$ cat config.mk
export PLATFORM = sky130hd
export DESIGN_NAME = xbar_ch_ord_ctrl
export DESIGN_NICKNAME = d
export VERILOG_FILES = /design/src/rtl/xbar_ch_ord_ctrl_pkg.sv /design/src/rtl/xbar_ch_ord_ctrl_rsp_buf.sv /design/src/rtl/xbar_ch_ord_ctrl.sv
export SDC_FILE = /design/constraint.sdc
export NUM_CORES = 1
export LEC_CHECK = 0
export ABC_CLOCK_PERIOD_IN_PS = 3480
export CAP_MARGIN = 0
export CORE_ASPECT_RATIO = 1.2
export CORE_MARGIN = 3
export CORE_UTILIZATION = 55
export CTS_BUF_LIST = sky130_fd_sc_hd__clkbuf_16
export DETAILED_ROUTE_END_ITERATION = 16
export PLACE_DENSITY_LB_ADDON = 0.05
export RECOVER_POWER = 100
export SLEW_MARGIN = 20
export SYNTH_ARGS = -nofsm -noshare
export SYNTH_HDL_FRONTEND = slang
export SYNTH_SLANG_ARGS = --single-unit
$ cat constraint.sdc
create_clock -name clk -period 3.48 [get_ports clk]
set_input_delay 0.522 -clock clk [delete_from_list [all_inputs] [get_ports clk]]
set_output_delay 0.522 -clock clk [all_outputs]
set_load 0.1 [all_outputs]
$ cat src/rtl/xbar_ch_ord_ctrl_pkg.sv
// Shared types and constants for the crossbar per-channel ordering controller.
package mpc_types;

  localparam int XBAR_ENTRY_NUM = 8;
  localparam int XBAR_BANK_NUM  = 4;
  localparam int XBAR_PTR_W     = 3;
  localparam int XBAR_DATA_W    = 32;

  typedef logic [XBAR_PTR_W-1:0] xbar_ptr_t;

  typedef struct packed {
    logic [XBAR_DATA_W-1:0] data;
  } xbar_rsp_t;

  // Window pointers wrap naturally at 8 because they are exactly 3 bits wide.
  function automatic xbar_ptr_t xbar_ptr_inc(input xbar_ptr_t p);
    return p + xbar_ptr_t'(1);
  endfunction

endpackage

$ cat src/rtl/xbar_ch_ord_ctrl_rsp_buf.sv
// xbar_ch_rsp_buf: 8-entry response store with four write ports and one read
// port. Holds the per-entry done bits and response data. The caller guarantees
// that enabled write ports target distinct entries and never the entry being
// cleared in the same cycle.
module xbar_ch_rsp_buf
  import mpc_types::*;
#(
  parameter int DATA_W = 32
) (
  input  logic                              clk,
  input  logic                              rst_n,
  input  logic [XBAR_BANK_NUM-1:0]          wr_en,
  input  logic [XBAR_BANK_NUM*3-1:0]        wr_entry,
  input  logic [XBAR_BANK_NUM*DATA_W-1:0]   wr_data,
  input  logic                              clr_en,
  input  logic [2:0]                        clr_entry,
  input  logic [2:0]                        rd_entry,
  output logic [XBAR_ENTRY_NUM-1:0]         done,
  output logic [DATA_W-1:0]                 rd_data
);

  logic [DATA_W-1:0] mem [XBAR_ENTRY_NUM];

  // Done bits and data: bank writes set done and capture data, a retire clears done.
  always_ff @(posedge clk or negedge rst_n) begin
    if (!rst_n) begin
      done <= '0;
      for (int i = 0; i < XBAR_ENTRY_NUM; i++) begin
        mem[i] <= '0;
      end
    end else begin
      for (int i = 0; i < XBAR_ENTRY_NUM; i++) begin
        for (int k = 0; k < XBAR_BANK_NUM; k++) begin
          if (wr_en[k] && (wr_entry[k*3 +: 3] == xbar_ptr_t'(i))) begin
            done[i] <= 1'b1;
            mem[i]  <= wr_data[k*DATA_W +: DATA_W];
          end
        end
        if (clr_en && (clr_entry == xbar_ptr_t'(i))) begin
          done[i] <= 1'b0;
        end
      end
    end
  end

  // Single read port follows the caller's read pointer.
  always_comb begin
    rd_data = mem[rd_entry];
  end

endmodule

$ cat src/rtl/xbar_ch_ord_ctrl.sv
// xbar_ch_ord_ctrl: per-channel ordering controller. Allocates window entries
// on upstream request accept, collects out-of-order bank responses and returns
// them upstream strictly in allocation order.
// Optional feature: define XBAR_CH_ORD_BYPASS_EN to let a bank response that
// targets the oldest entry reach upstream combinationally in the same cycle.
module xbar_ch_ord_ctrl
  import mpc_types::*;
#(
  parameter int DATA_W = 32,
  parameter int DEPTH  = 8
) (
  input  logic                              clk,
  input  logic                              rst_n,
  input  logic                              u_req_valid,
  output logic                              u_req_ready,
  output logic [2:0]                        w_ptr,
  output logic [2:0]                        r_ptr,
  input  logic [XBAR_BANK_NUM-1:0]          b_rsp_valid,
  input  logic [XBAR_BANK_NUM*3-1:0]        b_rsp_entry,
  input  logic [XBAR_BANK_NUM*DATA_W-1:0]   b_rsp_data,
  output logic                              u_rsp_valid,
  input  logic                              u_rsp_ready,
  output logic [DATA_W-1:0]                 u_rsp_data,
  output logic [3:0]                        occupancy,
  output logic                              err_sticky
);

  logic [XBAR_ENTRY_NUM-1:0] alloc_q;
  logic [XBAR_ENTRY_NUM-1:0] alloc_nxt;
  logic [XBAR_ENTRY_NUM-1:0] done;
  logic [DATA_W-1:0]         buf_rd_data;
  logic [XBAR_BANK_NUM-1:0]  bank_dup;
  logic [XBAR_BANK_NUM-1:0]  bank_ok;
  logic [XBAR_BANK_NUM-1:0]  wr_en;
  logic                      bank_err;
  logic                      req_fire;
  logic                      rsp_fire;
  logic                      head_ready;
  logic [3:0]                occ_nxt;

  // Flag banks that name the same entry as another bank in this cycle.
  always_comb begin
    bank_dup = '0;
    for (int k = 0; k < XBAR_BANK_NUM; k++) begin
      for (int j = 0; j < XBAR_BANK_NUM; j++) begin
        if ((j != k) && b_rsp_valid[k] && b_rsp_valid[j] &&
            (b_rsp_entry[k*3 +: 3] == b_rsp_entry[j*3 +: 3])) begin
          bank_dup[k] = 1'b1;
        end
      end
    end
  end

  // A response is legal only for an allocated, not-yet-done entry named once.
  always_comb begin
    bank_ok = '0;
    for (int k = 0; k < XBAR_BANK_NUM; k++) begin
      bank_ok[k] = b_rsp_valid[k] & alloc_q[b_rsp_entry[k*3 +: 3]] &
                   ~done[b_rsp_entry[k*3 +: 3]] & ~bank_dup[k];
    end
    bank_err = |(b_rsp_valid & ~bank_ok);
  end

  assign head_ready = alloc_q[r_ptr] & done[r_ptr];

`ifdef XBAR_CH_ORD_BYPASS_EN
  logic              byp_hit;
  logic [DATA_W-1:0] byp_data;
  logic              byp_retire;

  // A legal response to the still-pending oldest entry can be forwarded directly.
  always_comb begin
    byp_hit  = 1'b0;
    byp_data = '0;
    for (int k = 0; k < XBAR_BANK_NUM; k++) begin
      if (bank_ok[k] && (b_rsp_entry[k*3 +: 3] == r_ptr)) begin
        byp_hit  = 1'b1;
        byp_data = b_rsp_data[k*DATA_W +: DATA_W];
      end
    end
  end

  // Upstream sees the stored head first; the bypass only applies while it is pending.
  always_comb begin
    u_rsp_valid = head_ready | byp_hit;
    u_rsp_data  = head_ready ? buf_rd_data : (byp_hit ? byp_data : buf_rd_data);
    byp_retire  = byp_hit & ~head_ready & u_rsp_ready;
    wr_en       = bank_ok;
    for (int k = 0; k < XBAR_BANK_NUM; k++) begin
      if (byp_retire && (b_rsp_entry[k*3 +: 3] == r_ptr)) begin
        wr_en[k] = 1'b0;
      end
    end
  end
`else
  // Upstream only ever sees stored data, giving at least one cycle of latency.
  always_comb begin
    u_rsp_valid = head_ready;
    u_rsp_data  = buf_rd_data;
    wr_en       = bank_ok;
  end
`endif

  assign req_fire = u_req_valid & u_req_ready;
  assign rsp_fire = u_rsp_valid & u_rsp_ready;
  assign occ_nxt  = occupancy + {3'b000, req_fire} - {3'b000, rsp_fire};

  // Next alloc vector: retire clears the head, accept sets the tail.
  always_comb begin
    alloc_nxt = alloc_q;
    if (rsp_fire) begin
      alloc_nxt[r_ptr] = 1'b0;
    end
    if (req_fire) begin
      alloc_nxt[w_ptr] = 1'b1;
    end
  end

  // Allocation bits per entry.
  always_ff @(posedge clk or negedge rst_n) begin
    if (!rst_n) begin
      alloc_q <= '0;
    end else begin
      alloc_q <= alloc_nxt;
    end
  end

  // Pointers, occupancy, registered ready (from next occupancy) and sticky error.
  always_ff @(posedge clk or negedge rst_n) begin
    if (!rst_n) begin
      w_ptr       <= '0;
      r_ptr       <= '0;
      occupancy   <= '0;
      u_req_ready <= 1'b1;
      err_sticky  <= 1'b0;
    end else begin
      if (req_fire) begin
        w_ptr <= xbar_ptr_inc(w_ptr);
      end
      if (rsp_fire) begin
        r_ptr <= xbar_ptr_inc(r_ptr);
      end
      occupancy   <= occ_nxt;
      u_req_ready <= (occ_nxt < 4'(DEPTH));
      if (bank_err) begin
        err_sticky <= 1'b1;
      end
    end
  end

  xbar_ch_rsp_buf #(
    .DATA_W (DATA_W)
  ) u_rsp_buf (
    .clk       (clk),
    .rst_n     (rst_n),
    .wr_en     (wr_en),
    .wr_entry  (b_rsp_entry),
    .wr_data   (b_rsp_data),
    .clr_en    (rsp_fire),
    .clr_entry (r_ptr),
    .rd_entry  (r_ptr),
    .done      (done),
    .rd_data   (buf_rd_data)
  );

endmodule

== After elaboration in Yosys (flattened, before gate mapping) ==
Cells that the tools add are included.

* Register bits after elaboration: 284

* Equality and inequality tests: 47
* Muxes and demuxes: 113
* Add/subtract/negate cells: 4
* $lt $le $gt $ge: 10
* Bitwise logic cells: 29
* Reduce and logical (&&, ||, !) cells: 82

{| class="wikitable"
|+ Operators by type and width
! operator !! count
|-
| 32-bit two-way mux || 34
|-
| 32-bit binary-select mux with 3-bit select || 1
|-
| 1-bit two-way mux || 64
|-
| 3-bit == test (second input constant) || 20
|-
| 1-bit logical AND || 60
|-
| 5-bit nonzero test || 8
|-
| 3-bit == test || 12
|-
| 4-bit nonzero test || 8
|-
| 1-bit binary-select mux with 3-bit select || 10
|-
| 3-bit by 2-bit == test with 1-bit output (second input constant) || 10
|-
| 3-bit by 4-bit less-than comparator with 1-bit output (second input constant) || 6
|-
| 8-bit two-way mux || 2
|-
| 1-bit AND || 15
|-
| 3-bit by 1-bit == test with 1-bit output (second input constant) || 5
|-
| 3-bit logical NOT || 5
|-
| 8-bit AND || 1
|-
| 1-bit inverter || 8
|-
| 8-bit inverter || 1
|-
| 8-bit bitwise OR || 1
|-
| 3-bit by 1-bit adder with 3-bit output (second input constant) || 2
|-
| 1-bit demux with 3-bit select || 2
|-
| 3-bit by 1-bit greater-or-equal comparator with 1-bit output (second input constant) || 2
|-
| 4-bit by 1-bit adder with 4-bit output || 1
|-
| 4-bit AND || 1
|-
| 6 further kinds || 6
|}

== Depth between registers and ports, before layout ==
* Depth after elaboration: 13
* Gate-level depth with buffers: 13
* Depth with buffers taken out: 12

== Modules after synthesis ==
From an unflattened synthesis, not the netlist that was laid out.

* Cell total of the unflattened synthesis: 2254
* Area, all modules: 20541.0 sq um

{| class="wikitable"
|+ Modules (own cells, without submodules)
! module !! cells an instance !! times used !! area an instance (sq um) !! sequential area each (sq um)
|-
| xbar_ch_rsp_buf || 2066 || 1 || 18821.8 || 6606.3
|-
| xbar_ch_ord_ctrl || 188 || 1 || 1719.1 || 501.7
|}

== Worst setup path after synthesis ==
OpenSTA, ideal clock, no wires.

* Path kind: reg-to-output
* Start point: register r_ptr[0]
* End point: output port u_rsp_data[25]
* Stages on the path, launching flop included: 7
* Path buffers: 3
* Arrival: 3.383 ns
* Path slack: -0.425 ns
* Required time: 2.958 ns
* Path through: dfrtp_1 clkbuf_1 clkbuf_1 buf_1 mux4_2 nand2_1 nand2_1

* Word-level cells in the longest chain between the ends: 4

{| class="wikitable"
|+ Ends and longest elaborated chain
! what !! line !! text
|-
| from (decl) || xbar_ch_ord_ctrl.sv:17 || <nowiki>output logic [2:0] r_ptr,</nowiki>
|-
| from (signal assigned) || xbar_ch_ord_ctrl.sv:141 || <nowiki>r_ptr <= xbar_ptr_inc(r_ptr);</nowiki>
|-
| 3-bit inverter with 4-bit output (not written as such) || xbar_ch_ord_ctrl_rsp_buf.sv:48 || <nowiki>rd_data = mem[rd_entry];</nowiki>
|-
| 32-bit binary-select mux with 3-bit select || xbar_ch_ord_ctrl_rsp_buf.sv:48 ||
|-
| 32-bit two-way mux (not written as such) (2 in a row) || xbar_ch_ord_ctrl_rsp_buf.sv:48 ||
|-
| to (decl) || xbar_ch_ord_ctrl.sv:23 || <nowiki>output logic [DATA_W-1:0] u_rsp_data,</nowiki>
|}

Every way passes these cells. The select of a mux whose other input is x is not followed.

== Worst setup path in the final report ==
* Start point: register r_ptr[2]
* End point: output port u_rsp_data[23]

Same word-level chain as after synthesis.

==> tab_implementation.tex <==
\begin{tabular}{lr}
\hline
Metric & Value \\
\hline
\multicolumn{2}{l}{\textbf{Worst setup path}} \\
\quad Critical path start-end classification & reg2out \\
\quad Worst path cell trace & buf\_4, mux4\_2, nand2\_1, nand2\_1, clkbuf\_2 \\
\quad Kind of start point of the critical path & flop \\
\quad Signal arrival time at the worst endpoint & approximately 2900 ps \\
\quad Slowest cell on the critical path & sky130\_fd\_sc\_hd\_\_buf\_4 \\
\quad Required arrival time at the worst endpoint & slightly below 3000 ps \\
\quad Delay of the slowest critical-path stage & 710 ps \\
\quad Critical path endpoint category & primary output \\
\quad Dominant cell type by count on the critical path & sky130\_fd\_sc\_hd\_\_nand2\_1 \\
\quad Largest fanout on the critical path & 50 \\
\multicolumn{2}{l}{\textbf{Placement}} \\
\quad Placement Cell Area & roughly 23000 µm² \\
\quad Worst slack after detailed placement & -66.8 ps \\
\quad Number of placed instances, taps included & $\sim$2800 \\
\quad HPWL after DPL & about 53 mm \\
\quad Number of I/O port buffers & 192 \\
\quad Routability congestion estimate from global placement & between 0.9 and 1 \\
\multicolumn{2}{l}{\textbf{Timing}} \\
\quad Final hold slack & $\sim$460 ps \\
\quad Post-layout min period & between 3000 and 4000 ps \\
\quad Worst clock skew & 11.7 ps \\
\quad RSZ-0062 raised after global routing & false \\
\quad FMAX & 292 MHz \\
\quad Number of pins with negative max-slew slack in the final report & 62 \\
\quad Final period util & between 90\% and 100\% \\
\quad Total negative setup slack & 0 ps \\
\quad Actual slew at the worst max-slew pin & 1780 ps \\
\quad Final setup violating endpoints & 0 \\
\quad Remaining max-slew budget at the tightest pin & -18.5\% \\
\quad Final hold violation count & 0 \\
\quad Post-layout worst setup margin & 58.8 ps \\
\multicolumn{2}{l}{\textbf{Synth}} \\
\quad Count of cell types in the netlist & between 60 and 70 \\
\quad Largest area contributor in the synthesized netlist & sky130\_fd\_sc\_hd\_\_dfrtp\_1 \\
\quad Top area cells in the synthesized netlist & sky130\_fd\_sc\_hd\_\_dfrtp\_1, sky130\_fd\_sc\_hd\_\_mux4\_2, sky130\_fd\_sc\_hd\_\_nand2\_1 \\
\quad Area fraction of the dominant cell type after synthesis & between 30 and 40\% \\
\quad Synthesized area per cell & 8.65 µm² \\
\quad Area of the mapped netlist & roughly 20000 µm² \\
\quad Cells after Synth & 2310 \\
\quad Post-synth net total & 2470 \\
\quad Leading post-synthesis cells by instance count & sky130\_fd\_sc\_hd\_\_nand2\_1, sky130\_fd\_sc\_hd\_\_dfrtp\_1, sky130\_fd\_sc\_hd\_\_clkbuf\_1 \\
\quad Yosys synthesis warning count & 0 \\
\quad Most repeated cell in the gate-level netlist after synthesis & sky130\_fd\_sc\_hd\_\_nand2\_1 \\
\quad Number of synthesized register bits & around 280 \\
\quad EDFF count, synth & 0 \\
\quad Most used flip-flop cell after synthesis & sky130\_fd\_sc\_hd\_\_dfrtp\_1 \\
\quad Sequential element share of the synthesized area & 35.6\% \\
\quad FFs w/ async S/R, synth & between 90\% and 100\% \\
\multicolumn{2}{l}{\textbf{Flow run}} \\
\quad Count of max-cap constraint violations & 1 \\
\multicolumn{2}{l}{\textbf{Drt}} \\
\quad Number of vias per cell & between 7 and 8 \\
\quad Remaining number of nets flagged by the antenna check after routing & 0 \\
\quad Router iterations before antenna repair & 11 \\
\quad Starting DRT DRC Count & slightly below 3000 \\
\quad WL final & 83.4 mm \\
\quad Via count & between 20000 and 25000 \\
\quad Post-route DRC & 0 \\
\quad Wirelength per Cell & a little under 30 µm \\
\multicolumn{2}{l}{\textbf{Final layout}} \\
\quad Post-route standard cell area excluding fillers & approximately 24000 µm² \\
\quad Final core utilization & between 60\% and 70\% \\
\quad Sequential Area & 7120 µm² \\
\quad Non-filler cells in the finished layout & approximately 2900 \\
\quad Synth-to-Final Area Change & 18.2\% \\
\quad Number of diodes added for antenna fixing & 0 \\
\quad Post-layout net count & 2523 \\
\quad Area of the multi-input gates & around 11000 µm² \\
\quad Ratio of cells with drive above 1 in the final layout & approximately 16\% \\
\quad Fill cell instance count of the final layout & roughly 2900 \\
\multicolumn{2}{l}{\textbf{Power and ir drop}} \\
\quad Design Power & slightly above 20 mW \\
\quad IR drop worst, VDD & around 0.92 mV \\
\quad Pwr dens & 851 nW/µm² \\
\quad Leakage dissipation & 10.5 nW \\
\multicolumn{2}{l}{\textbf{Global routing}} \\
\quad Maximum number of pins on one net before global-route repair & 82 \\
\quad Total routing usage reported by global routing & about two fifths \\
\quad Initial antenna violation count & 1 \\
\quad Sum of overflow across all layers after global routing & 0 \\
\quad First-pass GRT wire length & between 100 and 150 mm \\
\quad Vias in the first global route & between 20000 and 25000 \\
\multicolumn{2}{l}{\textbf{Clocking}} \\
\quad Postcts setup bufs & 0 \\
\quad Total CTS buffers & 31 \\
\quad Clock sink count & 284 \\
\quad Clock tree from TritonCTS & built \\
\quad Bufs on Longest Clock Path & 3 \\
\quad Clock-pin slew on the worst setup and hold paths & around 60 ps \\
\quad Max H-tree Level & 1 \\
\quad Worst-Skew Late Latency & 600 ps \\
\quad Cell at the root of the clock tree & sky130\_fd\_sc\_hd\_\_clkbuf\_16 \\
\multicolumn{2}{l}{\textbf{Outcome}} \\
\quad Outcome & finished, violations left \\
\quad Violated checks & capacitance limit, slew limit \\
\multicolumn{2}{l}{\textbf{Floorplanning}} \\
\quad Chip Width & $\sim$180 µm \\
\quad Die Height & about 210 µm \\
\quad Area of the core region & 35400 µm² \\
\quad Full die area & between 30000 and 40000 µm² \\
\quad Initial core utilization & 56.5\% \\
\quad Placement Rows & 75 \\
\quad Number of top-level pins & roughly 190 \\
\multicolumn{2}{l}{\textbf{Hold path}} \\
\quad Hold Crit Class & reg2reg \\
\hline
\end{tabular}
## logic make-up (layout without fill, tap and decap cells)
logic type,count (synthesis),after routing,synth area share [%]
flip-flops,284,284,35.6
buffers and inverters,377,455,7.71
AO/OA/AOI/OAI,665,665,25.3
multiplexers,159,159,12.8
AND/OR/NAND/NOR,789,789,16.7
adder cells (fa/ha/maj),12,12,0.789
XOR/XNOR,24,24,1.05
## layout by cell type (no fill, tap or decap), types with 32 or more instances in the layout
master                            count
sky130_fd_sc_hd__clkdlybuf4s50_1    145
sky130_fd_sc_hd__o22ai_1             47
sky130_fd_sc_hd__mux4_2              74
sky130_fd_sc_hd__mux2_2              34
sky130_fd_sc_hd__a221o_1             86
sky130_fd_sc_hd__a22oi_1             55
sky130_fd_sc_hd__nand3_1             68
sky130_fd_sc_hd__a21oi_1            145
sky130_fd_sc_hd__inv_1               53
sky130_fd_sc_hd__mux2i_1             51
sky130_fd_sc_hd__a31oi_1             48
sky130_fd_sc_hd__a222oi_1            57
sky130_fd_sc_hd__buf_12              42
sky130_fd_sc_hd__o211ai_1            36
sky130_fd_sc_hd__nor2_1             179
sky130_fd_sc_hd__dfrtp_1            280
sky130_fd_sc_hd__buf_4              104
sky130_fd_sc_hd__a22o_1              32
sky130_fd_sc_hd__o21a_1              32
sky130_fd_sc_hd__nand2_1            431
## timing repair
| action | in CTS | in global routing |
|---|---|---|
| hold buffers | 1 | 0 |
| resized for setup | 0 | 0 |
| endpoints found under the hold margin | 57 | 0 |
## where the power goes
part / total [mW] / switching [mW] / internal (mW)
clock: 3.23 / 1.47 / 1.76
sequential: 5.99 / 1.06 / 4.93
combinational: 10.9 / 7.10 / 3.81
total: 20.1 / 9.63 / 10.5
## worst max-delay path: cells and delay by family, from the launching register on
family                 cells  cell delay (ps)
buffers and inverters      2             1170
flip-flops                 1              470
multiplexers               1              370
AND/OR/NAND/NOR            2              200
## final timing paths
check	from	to	slack [ps]	cells past startpoint
min reg2reg	err_sticky	err_sticky	460	2
min in group asynchronous	rst_n	u_rsp_buf.mem[40]	940	2
max reg2reg	u_rsp_buf.done[2]	u_rsp_buf.mem[254]	400	8
max	r_ptr[2]	u_rsp_data[23]	60	5
min	err_sticky	err_sticky	460	2
max in group asynchronous	rst_n	u_rsp_buf.mem[180]	480	3
## sequential cells by signal, indices dropped and copies added (netlist names)
register / flops
u_rsp_buf.mem: 256
alloc_q: 8
u_rsp_buf.done: 8
occupancy: 4
r_ptr: 3
w_ptr: 3
err_sticky: 1
u_req_ready: 1
## cell type report
type	count	share of cell area [%]
well taps	462	2.45
inverters	50	0.794
flip-flops and latches	284	30.1
multi-input cells	1649	48.2
clock buffers	31	3.28
clock inverters	27	0.752
repair buffers	347	14.4
## routing by layer
layer  routed length, µm  GRT usage [%]  up-vias  share of wire [%]
met2               37300           64.8     1749                 45
met1               29800           52.2    10100                 36
met4                5980           26.1        2                7.2
met3               10300           9.69      483                 12
li1                    -              -     8609                  -
met5                  12              0        -              0.014
Note: power is estimated with default switching activity, not from simulation.
